## src/rtl/mdu_sequencer.sv

```systemverilog
// M-extension sequencer: launches MUL ops on the external registered multiplier
// cores and runs a 32-step restoring divider for DIV/REM, stalling EX until done.
module mdu_sequencer #(
  parameter int MUL_LAT = 3
) (
  input  logic        clk,
  input  logic        reset_n,
  input  logic        start,
  input  logic [4:0]  op,
  input  logic [31:0] src_a,
  input  logic [31:0] src_b,
  input  logic        flush,
  output logic        stall,
  output logic        busy,
  output logic        done,
  output logic [31:0] result,
  output logic [31:0] mul_a,
  output logic [31:0] mul_b,
  output logic [4:0]  mul_ctrl,
  input  logic [31:0] mul_result
);

  localparam logic [4:0] OP_MUL   = 5'h0a;
  localparam logic [4:0] OP_MULHU = 5'h0d;
  localparam logic [4:0] OP_DIV   = 5'h0e;
  localparam logic [4:0] OP_REM   = 5'h10;
  localparam logic [4:0] OP_REMU  = 5'h11;

  localparam int CNT_W = (MUL_LAT > 32) ? $clog2(MUL_LAT) : 5;
  localparam logic [CNT_W-1:0] MUL_CNT_INIT = CNT_W'(MUL_LAT - 1);
  localparam logic [CNT_W-1:0] DIV_CNT_INIT = CNT_W'(31);

  typedef enum logic [1:0] {IDLE, MUL_WAIT, DIV_RUN, DONE} state_t;

  state_t            r_state, w_next;
  logic [CNT_W-1:0]  r_cnt;
  logic [32:0]       r_rem;
  logic [31:0]       r_quo;
  logic [31:0]       r_div;
  logic              r_neg_q, r_neg_r, r_is_rem;

  logic              w_valid, w_is_mul, w_signed, w_is_rem, w_div0, w_ovf, w_launch;
  logic [31:0]       w_abs_a, w_abs_b;
  logic [32:0]       w_shift, w_diff, w_r_next;
  logic [31:0]       w_q_next, w_q_fix, w_r_fix;

  assign w_valid  = (op >= OP_MUL) && (op <= OP_REMU);
  assign w_is_mul = (op <= OP_MULHU);
  assign w_signed = (op == OP_DIV) || (op == OP_REM);
  assign w_is_rem = (op == OP_REM) || (op == OP_REMU);
  assign w_div0   = (src_b == '0);
  assign w_ovf    = w_signed && (src_a == 32'h8000_0000) && (src_b == '1);
  assign w_launch = start && w_valid && !flush;

  assign w_abs_a  = (w_signed && src_a[31]) ? -src_a : src_a;
  assign w_abs_b  = (w_signed && src_b[31]) ? -src_b : src_b;

  // The dividend is shifted out of r_quo MSB-first while quotient bits enter at the LSB.
  assign w_shift  = {r_rem[31:0], r_quo[31]};
  assign w_diff   = w_shift - {1'b0, r_div};
  assign w_q_next = {r_quo[30:0], ~w_diff[32]};
  assign w_r_next = w_diff[32] ? w_shift : w_diff;
  assign w_q_fix  = r_neg_q ? -w_q_next : w_q_next;
  assign w_r_fix  = r_neg_r ? -w_r_next[31:0] : w_r_next[31:0];

  always_ff @(posedge clk or negedge reset_n) begin
    if (!reset_n) r_state <= IDLE;
    else          r_state <= w_next;
  end

  always_comb begin
    w_next = r_state;
    case (r_state)
      IDLE: begin
        if (w_launch) begin
          if (w_is_mul)             w_next = MUL_WAIT;
          else if (w_div0 || w_ovf) w_next = DONE;
          else                      w_next = DIV_RUN;
        end
      end
      MUL_WAIT, DIV_RUN: begin
        if (flush)             w_next = IDLE;
        else if (r_cnt == '0)  w_next = DONE;
      end
      DONE:    w_next = IDLE;
      default: w_next = IDLE;
    endcase
  end

  always_comb begin
    busy  = (r_state == MUL_WAIT) || (r_state == DIV_RUN);
    done  = (r_state == DONE);
    stall = reset_n && (((r_state == IDLE) && start && w_valid) || busy);
  end

  always_ff @(posedge clk or negedge reset_n) begin
    if (!reset_n) begin
      r_cnt    <= '0;
      r_rem    <= '0;
      r_quo    <= '0;
      r_div    <= '0;
      r_neg_q  <= 1'b0;
      r_neg_r  <= 1'b0;
      r_is_rem <= 1'b0;
      result   <= '0;
      mul_a    <= '0;
      mul_b    <= '0;
      mul_ctrl <= '0;
    end else begin
      case (r_state)
        IDLE: begin
          if (w_launch) begin
            if (w_is_mul) begin
              mul_a    <= src_a;
              mul_b    <= src_b;
              mul_ctrl <= op;
              r_cnt    <= MUL_CNT_INIT;
            end else if (w_div0) begin
              result <= w_is_rem ? src_a : '1;
            end else if (w_ovf) begin
              result <= w_is_rem ? '0 : 32'h8000_0000;
            end else begin
              r_rem    <= '0;
              r_quo    <= w_abs_a;
              r_div    <= w_abs_b;
              r_neg_q  <= w_signed && (src_a[31] ^ src_b[31]);
              r_neg_r  <= w_signed && src_a[31];
              r_is_rem <= w_is_rem;
              r_cnt    <= DIV_CNT_INIT;
            end
          end
        end
        MUL_WAIT: begin
          if (!flush) begin
            if (r_cnt == '0) result <= mul_result;
            else             r_cnt  <= r_cnt - 1'b1;
          end
        end
        DIV_RUN: begin
          if (!flush) begin
            r_rem <= w_r_next;
            r_quo <= w_q_next;
            if (r_cnt == '0) result <= r_is_rem ? w_r_fix : w_q_fix;
            else             r_cnt  <= r_cnt - 1'b1;
          end
        end
        default: ;
      endcase
    end
  end

endmodule

```

## config.mk

```make
export PLATFORM = sky130hd
export DESIGN_NAME = mdu_sequencer
export DESIGN_NICKNAME = d
export VERILOG_FILES = /design/src/rtl/mdu_sequencer.sv
export SDC_FILE = /design/constraint.sdc
export NUM_CORES = 1
export LEC_CHECK = 0
export BUFFER_PORTS_ARGS = -buffer_cell sky130_fd_sc_hd__buf_2
export CORE_UTILIZATION = 25
export DETAILED_ROUTE_END_ITERATION = 8
export SKIP_CTS_REPAIR_TIMING = 1
export SYNTH_ARGS = -nofsm -noshare
export SYNTH_HDL_FRONTEND = slang
export SYNTH_SLANG_ARGS = --single-unit
export TNS_END_PERCENT = 5
```

## constraint.sdc

```tcl
create_clock -name clk -period 5.72 [get_ports clk]
set_input_delay 0.858 -clock clk [delete_from_list [all_inputs] [get_ports clk]]
set_output_delay 0.858 -clock clk [all_outputs]
set_load 0.02 [all_outputs]
```

# Word-level counts from Yosys, hierarchy flattened
# Index checks and enable logic that the tools add are counted.
# Widths: inputs -> output; s select.
# word_totals
regBits	207
input_bits	105
output_inout_bits	104
# op_classes
n_reduce_logical	30
n_eq_ne	22
addsub	6
bitwise_logic	5
n_mux	42
order_cmp	3
# ops
op	n
$mux 32	26
$neg 32->32	4
$pmux 32 s2	2
$pmux 32 s3	1
$eq 32x32->1 const B	2
$sub 33x32->33	1
$logic_not 32->1	1
$mux 5	6
$ne 2x2->1 const B	8
$reduce_and 6->1	2
$logic_and 1x1->1	11
$eq 5x5->1 const B	2
$pmux 5 s2	1
$ne 3x3->1 const B	3
$mux 2	4
$reduce_and 8->1	1
$pmux 2 s3	1
$eq 5x4->1 const B	1
$ge 5x4->1 const B	1
$le 5x4->1 const B	1
$le 5x5->1 const B	1
$logic_not 5->1	1
$logic_or 1x1->1	5
$reduce_and 5->1	1
other kinds (15)	21

# Depth between registers and ports, before layout
# Gate-level depths: netlist (run 1).
# depth
ltp_word	9
mapped_depth	24
mapped_depth_nobuf	20

# Least setup slack after synthesis (run 1)
# Ideal clock, no wire load.
# synth_path
path_type	register to register
from	reg r_quo[31]
to	reg result[20]
period_less_slack_ns	5.076
t_required_ns	5.594
setup_slack_ns	0.644
path_stages_with_launch	23
t_arrival_ns	4.950
path_cell_list	dfrtp_1 > inv_1 > ha_1 > fa_1 > and2b_1 > o2111ai_2 > a211o_1 > a31oi_1 > o211ai_1 > nand2_2 > buf_6 > buf_2 > buf_2 > nand2_1 > o21ai_0 > ha_1 > inv_1 > or3_1 > o32a_2 > o21ai_2 > o2111a_1 > nor4_1 > a221o_1
# synth_via
elab_chain_cells	8
word_cells_on_any_way	11
cone_classes	add/sub: 3; mux: 7; bitwise: 1
# synth_lines
item	line_no	text
start: declaration	38	logic [31:0] r_quo;
start signal: assignment	124	r_quo <= w_abs_a;
start signal: assignment	142	r_quo <= w_q_next;
$sub 33x32->33	60	assign w_diff = w_shift - {1'b0, r_div};
$mux 32 / $not 1->1 (equally long branches)	62, 61	
$neg 32->32 (on tied branches)	64, 63	
$mux 32 (on tied branches)	64, 63	
$mux 32 * (2 in a row)	143	if (r_cnt == '0) result <= r_is_rem ? w_r_fix : w_q_fix;
$mux 32 *	140	if (!flush) begin
$pmux 32 s3 *	110	case (r_state)
end signal: assignment	119	result <= w_is_rem ? src_a : '1;
end signal: assignment	121	result <= w_is_rem ? '0 : 32'h8000_0000;
end signal: assignment	143	
end: declaration	16	output logic [31:0] result,
# Every way passes the cells marked *; elsewhere a longest branch is shown, timed or not. The select of a mux whose other input is x is not followed.
# A chain may end at the register's enable or synchronous reset.

# Final worst setup path (run 1)
# layout_path
from	reg r_quo[31]
to	reg result[24]
# Same word-level chain as after synthesis.

==> impl_metrics.env, run 1 <==
export IMPL_cts_tree="yes"
export IMPL_period_needed_ps=5260
export IMPL_synth_edf_count=0
export IMPL_worst_ep_arrival_time_ps=5770
export IMPL_gp_congestion=0.954
export IMPL_reg2reg_depth=21
export IMPL_peakVddDrop_v=0.000262
export IMPL_die_y_um=250
export IMPL_dieArea_um2=62600
export IMPL_utilization_pct=29.8
export IMPL_finalSetupViolCount=0
export IMPL_setup_ws_ps=461
export IMPL_fmaxAchievable_mhz=190
export IMPL_firstDrtPassIters=7
export IMPL_synthToLayoutAreaGrowth_pct=17.3
export IMPL_synth_compound_area_share_pct=24.6
export IMPL_synth_distinct_cells=104
export IMPL_vias_per_cell=5.50
export IMPL_diodes=0
export IMPL_grt_pass1_vias=14800
export IMPL_dpl_worst_slack_ps=575
export IMPL_syn_mean_instance_area_um2=8.28
export IMPL_syn_nets=2009
export IMPL_finalHoldViolCount=0
export IMPL_relSlewSlack_pct=30.1
export IMPL_grt_pass1_wl_um=93400
export IMPL_worstSetupStartpointType="register"
export IMPL_numPlacedInstances=2763
export IMPL_ioPinCount=209
export IMPL_die_w_um=250
export IMPL_yosys_warnings=0
export IMPL_drtIter0Drc=1410
export IMPL_fin_skew_ps=27.4
export IMPL_synth_xor_area_share_pct=6.82
export IMPL_holdWs_ps=282
export IMPL_gr_total_overflow=0
export IMPL_cts_root_buf="clkbuf_16"
export IMPL_clkTransAtPathRegs_ps=70
export IMPL_routedWlPerCell_um=21.9
export IMPL_ant_nets=0
export IMPL_synth_top_family_by_area="compound AO/OA/AOI/OAI gates"
export IMPL_grt_max_degree=144
export IMPL_synth_simple_gate_area_share_pct=19.6
export IMPL_grtUsageTotal_pct=19.2
export IMPL_antenna_found_initial=4
export IMPL_final_instance_count_excl_fill=2811
export IMPL_startpoint="r_quo[31]"
export IMPL_ctsHtreeMaxLevel=1
export IMPL_seq_area_frac_synth_pct=33.6
export IMPL_synth_seq_cells=207
export IMPL_synth_top_cell_area_share_pct=33.6
export IMPL_syn_area_um2=15400
export IMPL_numPortBuffers=208
export IMPL_crit_type="reg -> reg"
export IMPL_clk_path_buf_depth=3
export IMPL_power_density_nw_per_um2=659
export IMPL_timing_rr_end="result[24]"
export IMPL_yosysTopAreaCell="dfrtp_1"
export IMPL_drive_gt1_share_pct=19.8
export IMPL_maxCapViolCount=0
export IMPL_synthTopCellsByArea="dfrtp_1 (34%), o21ai_0 (6.4%), nand2_1 (6.1%)"
export IMPL_r2r_start="r_quo[31]"
export IMPL_hold_path_class="in -> async"
export IMPL_cts_sinks=207
export IMPL_numCtsBuffers=26
export IMPL_slew_viol_final=0
export IMPL_start_util_pct=25.4
export IMPL_worstMarginPinSlew_ps=1050
export IMPL_cp_max_fo=31
export IMPL_core_um2=60600
export IMPL_finalSetupTns_ps=0
export IMPL_end_kind="register"
export IMPL_synth_area_mux_share_pct=6.87
export IMPL_outcome="finished clean"
export IMPL_worstSkewPairLatency_ps=570
export IMPL_routed_wl_um=61400
export IMPL_synth_fa_ha_area_share_pct=3.62
export IMPL_hpwl_um=47400
export IMPL_dr_total_vias=15400
export IMPL_drc=0
export IMPL_cellLeakagePower_uw=0.00757
export IMPL_r2r_slack_ps=460
export IMPL_cp_endpoint="result[24]"
export IMPL_synthFlopType="dfrtp_1"
export IMPL_async_flop_share_pct=100
export IMPL_required_ps=6230
export IMPL_period_share_pct=91.9
export IMPL_num_rows=90
export IMPL_fin_nets=2158
export IMPL_rsz0062_at_grt="no"
export IMPL_syn_inst=1860
layout by cell type, fill, tap and decap left out, types with 15 or more instances in the layout:
cell type / netlist / layout
nor3_1: 46 / 45
ha_1: 43 / 42
nand2_1: 249 / 249
mux2i_1: 27 / 27
o21a_1: 15 / 15
a21oi_1: 138 / 138
nor2_1: 118 / 117
o31ai_1: 28 / 28
o21ai_0: 196 / 196
dfrtp_1: 207 / 207
clkbuf_16: 0 / 27
a211oi_1: 26 / 26
xor2_1: 51 / 51
or3_1: 28 / 28
mux2_2: 70 / 70
xnor2_1: 69 / 69
nor4_1: 27 / 27
a31oi_1: 23 / 23
nand4_1: 19 / 19
nand3_1: 38 / 38
buf_2: 18 / 207
buf_4: 5 / 23
inv_1: 63 / 63
critical path: stages (launching register included):
cell and delay, ps:
dfrtp_1 370, inv_1 80, ha_1 230, fa_1 440
and2b_1 270, o2111ai_2 170, a211o_1 340, a31oi_1 360
o211ai_1 280, nand2_2 230, buf_4 420, inv_2 130
ha_1 260, nand2_1 140, or2_2 210, nand2b_1 220
nand2_1 90, xnor2_1 220, o22ai_1 120, a311o_1 350
a211o_1 240, nand2_1 60
layout make-up:
type / instances / area [um^2]
Sequential cell: 207 / 5180
Inverter: 65 / 244
Clock buffer: 37 / 793
Tap cell: 782 / 978
Timing Repair Buffer: 234 / 1280
Multi-Input combinational cell: 1475 / 9490
Clock inverter: 11 / 111
Fill cell: 6464 / 42500
where the power goes:
group / switching (uW) / internal, uW / leakage, uW / total [uW]
registers: 668 / 2140 / 0.00261 / 2810
clock network: 709 / 1050 / 0.000453 / 1760
logic: 4790 / 2550 / 0.00451 / 7340
total: 6170 / 5740 / 0.00757 / 11900
cell usage after synthesis (all sizes together) (8+ instances only):
library cell and instances:
nand2 251, dfrtp 207, o21ai 203, a21oi 139, nor2 118, clkbuf 79, mux2 70, xnor2 69
inv 64, xor2 51, nor3 46, ha 43, nand3 38, buf 34, o31ai 30, or3 29
nor4 28, a211oi 27, mux2i 27, a31oi 24, nand4 19, o211ai 15, o21a 15, nand2b 14
or4 14, a21o 11, o41ai 11, or2 11, and2 10, and3 10, nor2b 10, a22o 9
o22ai 8
per-layer routing:
metal | vias up | wire length, um | GRT usage, %
li1 | 7108 | - | -
met1 | 7621 | 26700 | 25.5
met2 | 612 | 28600 | 31.6
met3 | 104 | 4130 | 2.78
met4 | 4 | 2030 | 6.61
met5 | - | 30 | 0
kinds of logic after synthesis:
family,after synthesis
fa+ha+maj,44
compound gates,588
buf+inv,178
simple gates,626
xor+xnor,120
mux,97
flops,207
state kept, by name (all words and copies together), names as in the netlist:
| signal | flops |
|---|---|
| mul_a | 32 |
| mul_b | 32 |
| r_div | 32 |
| r_quo | 32 |
| r_rem | 32 |
| result | 32 |
| mul_ctrl | 5 |
| r_cnt | 5 |
| r_state | 2 |
| r_is_rem | 1 |
| r_neg_q | 1 |
| r_neg_r | 1 |
per-stage QoR:
stage	power (uW)	cell area, um^2
after floorplan	7630	15400
after detailed placement	10000	17200
after global placement	9970	17200
after global routing	12700	18100
after CTS	11900	18100
final	11900	18100
how the worst min path moves through the flow:
stage / to / slack [ps]
final: result[13] / 280
after global routing: result[13] / 320
after CTS: result[13] / 310
after detailed placement: mul_ctrl[3] / 450
after global placement: mul_ctrl[3] / 460
after floorplan: r_div[4] / 450
Power figures use the tool's default switching activity.
==> run 2: changes to the inputs <==
BUFFER_PORTS_ARGS = -buffer_cell sky130_fd_sc_hd__buf_4   (was -buffer_cell sky130_fd_sc_hd__buf_2)
CORE_UTILIZATION = 50   (was 25)
PLACE_DENSITY = 0.71   (was not set)
==> run 2 against run 1 <==
  * Via count rose by 0.41%
  * Highest routed layer is now met4
  * Worst hold slack got worse by 66 ps
  * Clock power barely moved
  * Critical endpoint is now result[20]
==> impl_metrics.env, run 2 (same netlist as run 1, synthesis figures left out) <==
export IMPL_routed_wl_um=56100
export IMPL_num_rows=63
export IMPL_cellLeakagePower_uw=0.00768
export IMPL_utilization_pct=60.4
export IMPL_period_share_pct=93.4
export IMPL_drc=0
export IMPL_numCtsBuffers=26
export IMPL_cts_sinks=207
export IMPL_slew_viol_final=0
export IMPL_dpl_worst_slack_ps=578
export IMPL_cp_top_family="compound AO/OA/AOI/OAI gates"
export IMPL_maxCapViolCount=0
export IMPL_drtIter0Drc=1694
export IMPL_worstSetupStartpointType="register"
export IMPL_diodes=0
export IMPL_hpwl_um=42300
export IMPL_firstDrtPassIters=5
export IMPL_cp_max_fo=6
export IMPL_dr_total_vias=15500
export IMPL_worst_ep_arrival_time_ps=5770
export IMPL_period_needed_ps=5340
export IMPL_use_met1_pct=51.8
export IMPL_die_w_um=178
export IMPL_path_buf_inv=2
export IMPL_synthToLayoutAreaGrowth_pct=17.4
export IMPL_crit_type="reg -> reg"
export IMPL_grt_pass1_wl_um=86100
export IMPL_dieArea_um2=31500
export IMPL_grt_max_degree=167
export IMPL_required_ps=6150
export IMPL_power_density_nw_per_um2=664
export IMPL_cts_root_buf="clkbuf_16"
export IMPL_ioPinCount=209
export IMPL_clkTransAtPathRegs_ps=60
export IMPL_grt_busiest_layer="met1"
export IMPL_finalSetupTns_ps=0
export IMPL_final_cell_mix="nand2_1 (249), buf_4 (231), dfrtp_1 (207), o21ai_0 (196), a21oi_1 (138)"
export IMPL_relSlewSlack_pct=30.7
export IMPL_setup_ws_ps=379
export IMPL_holdWs_ps=217
export IMPL_finalSetupViolCount=0
export IMPL_clk_path_buf_depth=3
export IMPL_numPortBuffers=208
export IMPL_cts_tree="yes"
export IMPL_rsz0062_at_grt="no"
export IMPL_reg2reg_depth=19
export IMPL_ant_nets=0
export IMPL_grtUsageTotal_pct=35.5
export IMPL_fmaxAchievable_mhz=187
export IMPL_die_y_um=178
export IMPL_hold_path_class="in -> async"
export IMPL_ctsHtreeMaxLevel=1
export IMPL_peakVddDrop_v=0.000383
export IMPL_worstMarginPinSlew_ps=1040
export IMPL_routedWlPerCell_um=23.2
export IMPL_met2_usage_pct=51.6
export IMPL_path_depth=19
export IMPL_slowest_delay_ps=450
export IMPL_fin_nets=2157
export IMPL_final_common_cell="nand2_1"
export IMPL_fin_skew_ps=26.1
export IMPL_crit_slowest_cell="o32a_2"
export IMPL_finalHoldViolCount=0
export IMPL_core_um2=30000
export IMPL_grt_pass1_vias=14700
export IMPL_cp_cell_sequence="inv_1, ha_1, fa_1, and2b_1, o2111ai_2, a211o_1, a31oi_1, o211ai_1, nand2_2, nand2_1, o21ai_0, ha_1, inv_1, or3_1, o32a_2, o21ai_2, o2111a_1, nor4_1, a221o_1"
export IMPL_dpl_cell_area_um2=17200
export IMPL_r2r_slack_ps=380
export IMPL_end_kind="register"
export IMPL_vias_per_cell=6.42
export IMPL_drive_gt1_share_pct=19.7
export IMPL_start_util_pct=51.4
export IMPL_final_area_um2=18100
export IMPL_outcome="finished clean"
export IMPL_worstSkewPairLatency_ps=570
export IMPL_antenna_found_initial=0
export IMPL_gp_congestion=1.01
export IMPL_gr_total_overflow=0
export IMPL_grtUsageMet3_pct=8.18
==> run 2: through the flow <==
stage | instances | total power [uW]
after floorplan | 1860 | 7630
after global placement | 2370 | 9950
after detailed placement | 2370 | 10100
after CTS | 2417 | 11800
after global routing | 2417 | 12700
final | 2417 | 12000
==> run 2: worst reg2reg max path: cells and delay by family (launching register included) <==
family | cells | cell delay (ps)
simple gates | 5 | 1050
buf+inv | 2 | 200
fa+ha+maj | 3 | 1010
flops | 1 | 360
compound gates | 9 | 2590
==> run 2: final timing paths <==
check / start / endpoint
worst min register to register: mul_ctrl[3] / mul_ctrl[3]
min in group clk: mul_ctrl[3] / mul_ctrl[3]
worst max-delay path: r_quo[31] / result[20]
worst max register to register: r_quo[31] / result[20]
worst min-delay path: reset_n / r_div[14]
max in group asynchronous: reset_n / result[21]
==> run 2: layer usage <==
layer / share of wire [%] / routed length, um
met1: 43 / 24300
met2: 42 / 23700
met3: 11 / 6220
met4: 3.3 / 1860
met5: 0 / 0
==> run 2: layout make-up <==
type | count | area (um^2)
Sequential cell | 207 | 5180
Tap cell | 390 | 488
Clock buffer | 34 | 741
Fill cell | 2751 | 11900
Timing Repair Buffer | 233 | 1770
Multi-Input combinational cell | 1475 | 9490
Clock inverter | 13 | 179
Inverter | 65 | 244
==> run 2: report_power, final <==
part / switching (uW) / internal (uW)
sequential: 665 / 2140
combinational: 4720 / 2740
clock: 690 / 1050
==> run 3: changes to the inputs <==
CTS_CLUSTER_DIAMETER = 200   (was not set)
clock period = 5.9 ns   (was 5.72 ns; I/O delays follow)
==> run 3 against run 2 <==
  * Register-to-register slack improved by 190 ps
  * Cell count rose by 0.12%
  * Critical path type unchanged
  * Clock power barely moved
  * Worst hold slack improved by 25 ps
  * Cell area barely moved
  * First-iteration DRC count rose by 11%
  * Largest cell class unchanged
  * Critical path depth rose by 2
  * Global-route usage fell by 0.56 points
  * Fmax rose by 0.22%
  * Largest power group unchanged
  * Sequential share of layout area barely moved
==> impl_metrics.env, run 3 (same netlist as run 1, synthesis figures left out) <==
export IMPL_rsz0062_at_grt="no"
export IMPL_gr_total_overflow=0
export IMPL_clk_path_buf_depth=3
export IMPL_period_needed_ps=5330
export IMPL_worstSetupStartpointType="register"
export IMPL_worstMarginPinSlew_ps=1070
export IMPL_nFillCells=2703
export IMPL_ctsHtreeMaxLevel=1
export IMPL_gp_congestion=0.994
export IMPL_final_cell_mix="nand2_1 (249), buf_4 (234), dfrtp_1 (207), o21ai_0 (196), a21oi_1 (138)"
export IMPL_grtUsageTotal_pct=35.0
export IMPL_fmaxAchievable_mhz=188
export IMPL_dr_total_vias=15600
export IMPL_cp_max_fo=55
export IMPL_cts_tree="yes"
export IMPL_die_y_um=178
export IMPL_drc=0
export IMPL_outcome="finished clean"
export IMPL_utilization_pct=60.4
export IMPL_synthToLayoutAreaGrowth_pct=17.4
export IMPL_vias_per_cell=6.46
export IMPL_power_density_nw_per_um2=644
export IMPL_numCtsBuffers=26
export IMPL_dpl_cell_area_um2=17200
export IMPL_r2r_slack_ps=570
export IMPL_grt_pass1_vias=14500
export IMPL_clkTransAtPathRegs_ps=60
export IMPL_relSlewSlack_pct=28.6
export IMPL_worst_ep_arrival_time_ps=5820
export IMPL_finalHoldViolCount=0
export IMPL_drive_gt1_share_pct=19.6
export IMPL_num_rows=63
export IMPL_fin_nets=2159
export IMPL_grt_pass1_wl_um=84800
export IMPL_cellLeakagePower_uw=0.00769
export IMPL_fin_skew_ps=13.4
export IMPL_routedWlPerCell_um=22.9
export IMPL_worstSkewPairLatency_ps=560
export IMPL_cts_sinks=207
export IMPL_antenna_found_initial=0
export IMPL_grt_max_degree=81
export IMPL_pwr_share_clk_pct=14.7
export IMPL_power_switching_uw=5900
export IMPL_seqPwrFrac_pct=23.1
export IMPL_start_util_pct=51.4
export IMPL_holdWs_ps=242
export IMPL_finalPower_uw=11700
export IMPL_hpwl_um=41900
export IMPL_routed_wl_um=55400
export IMPL_numPortBuffers=208
export IMPL_crit_type="reg -> reg"
export IMPL_ioPinCount=209
export IMPL_reg2reg_depth=21
export IMPL_swShare_pct=50.6
export IMPL_core_um2=30000
export IMPL_final_common_cell="nand2_1"
export IMPL_slew_viol_final=0
export IMPL_ant_nets=0
export IMPL_period_share_pct=90.3
export IMPL_maxCapViolCount=0
export IMPL_final_area_um2=18100
export IMPL_peakVddDrop_v=0.000318
export IMPL_hold_path_class="in -> async"
export IMPL_internal_power_uw=5760
export IMPL_diodes=0
export IMPL_firstDrtPassIters=6
export IMPL_finalSetupTns_ps=0
export IMPL_required_ps=6390
export IMPL_drtIter0Drc=1873
export IMPL_die_w_um=178
export IMPL_dieArea_um2=31500
export IMPL_cts_root_buf="clkbuf_16"
export IMPL_end_kind="register"
export IMPL_power_frac_comb_pct=62.1
export IMPL_finalSetupViolCount=0
==> run 3: cell count changes in the layout (fill, tap and decap cells not counted), sizes merged <==
cell	change
clkbuf	+2
clkinvlp	-2
buf	+2
bufinv	+1
==> run 3: final timing paths <==
| check | endpoint | start |
|---|---|---|
| min reg2reg | mul_ctrl[3] | mul_ctrl[3] |
| min | r_div[13] | reset_n |
| max | result[24] | r_quo[31] |
| max reg2reg | result[24] | r_quo[31] |
| min in group clk | mul_ctrl[3] | mul_ctrl[3] |
| max in group asynchronous | result[21] | reset_n |
==> run 3: power groups by stage <==
| stage | clock (uW) | combinational [uW] | sequential, uW |
|---|---|---|---|
| after detailed placement | 0 | 7060 | 2680 |
| after CTS | 1720 | 7090 | 2670 |
| after global placement | 0 | 6980 | 2650 |
| after floorplan | 0 | 4510 | 2880 |
| after global routing | 1780 | 7770 | 2770 |
| final | 1720 | 7240 | 2700 |
==> run 3: per-layer routing <==
layer  vias up  GRT usage [%]  share of wire, %
li1       7096              -                 -
met1      7527           51.4                44
met2       890           51.8                43
met3       126           6.53                10
met4         0           10.2               3.2
met5         -              0                 0
==> run 3: stage by stage <==
| step | cells | setup WS (ps) |
|---|---|---|
| after floorplan | 1860 | 824 |
| final | 2420 | 570 |
| after global routing | 2420 | 274 |
| after global placement | 2372 | 864 |
| after CTS | 2420 | 676 |
| after detailed placement | 2372 | 707 |
==> run 3: final cells by class <==
type	count	area [um^2]	area share [%]
multi-input cells	1475	9490	52.5
well taps	390	488	2.70
repair buffers	235	1770	9.79
flip-flops and latches	207	5180	28.6
clock inverters	12	196	1.09
clock buffers	36	718	3.97
inverters	65	244	1.35
==> run 3: critical path, cell delays in order, from the launching register on <==
cell	delay [ps]
dfrtp_1	360
inv_1	80
ha_1	230
fa_1	430
and2b_1	260
o2111ai_2	200
a211o_1	350
a31oi_1	410
o211ai_1	290
nand2_2	200
buf_4	590
inv_2	80
ha_1	230
nand2_1	140
or2_2	210
nand2b_1	180
nand2_1	80
xnor2_1	170
o22ai_1	100
a311o_1	340
a211o_1	230
nand2_1	60
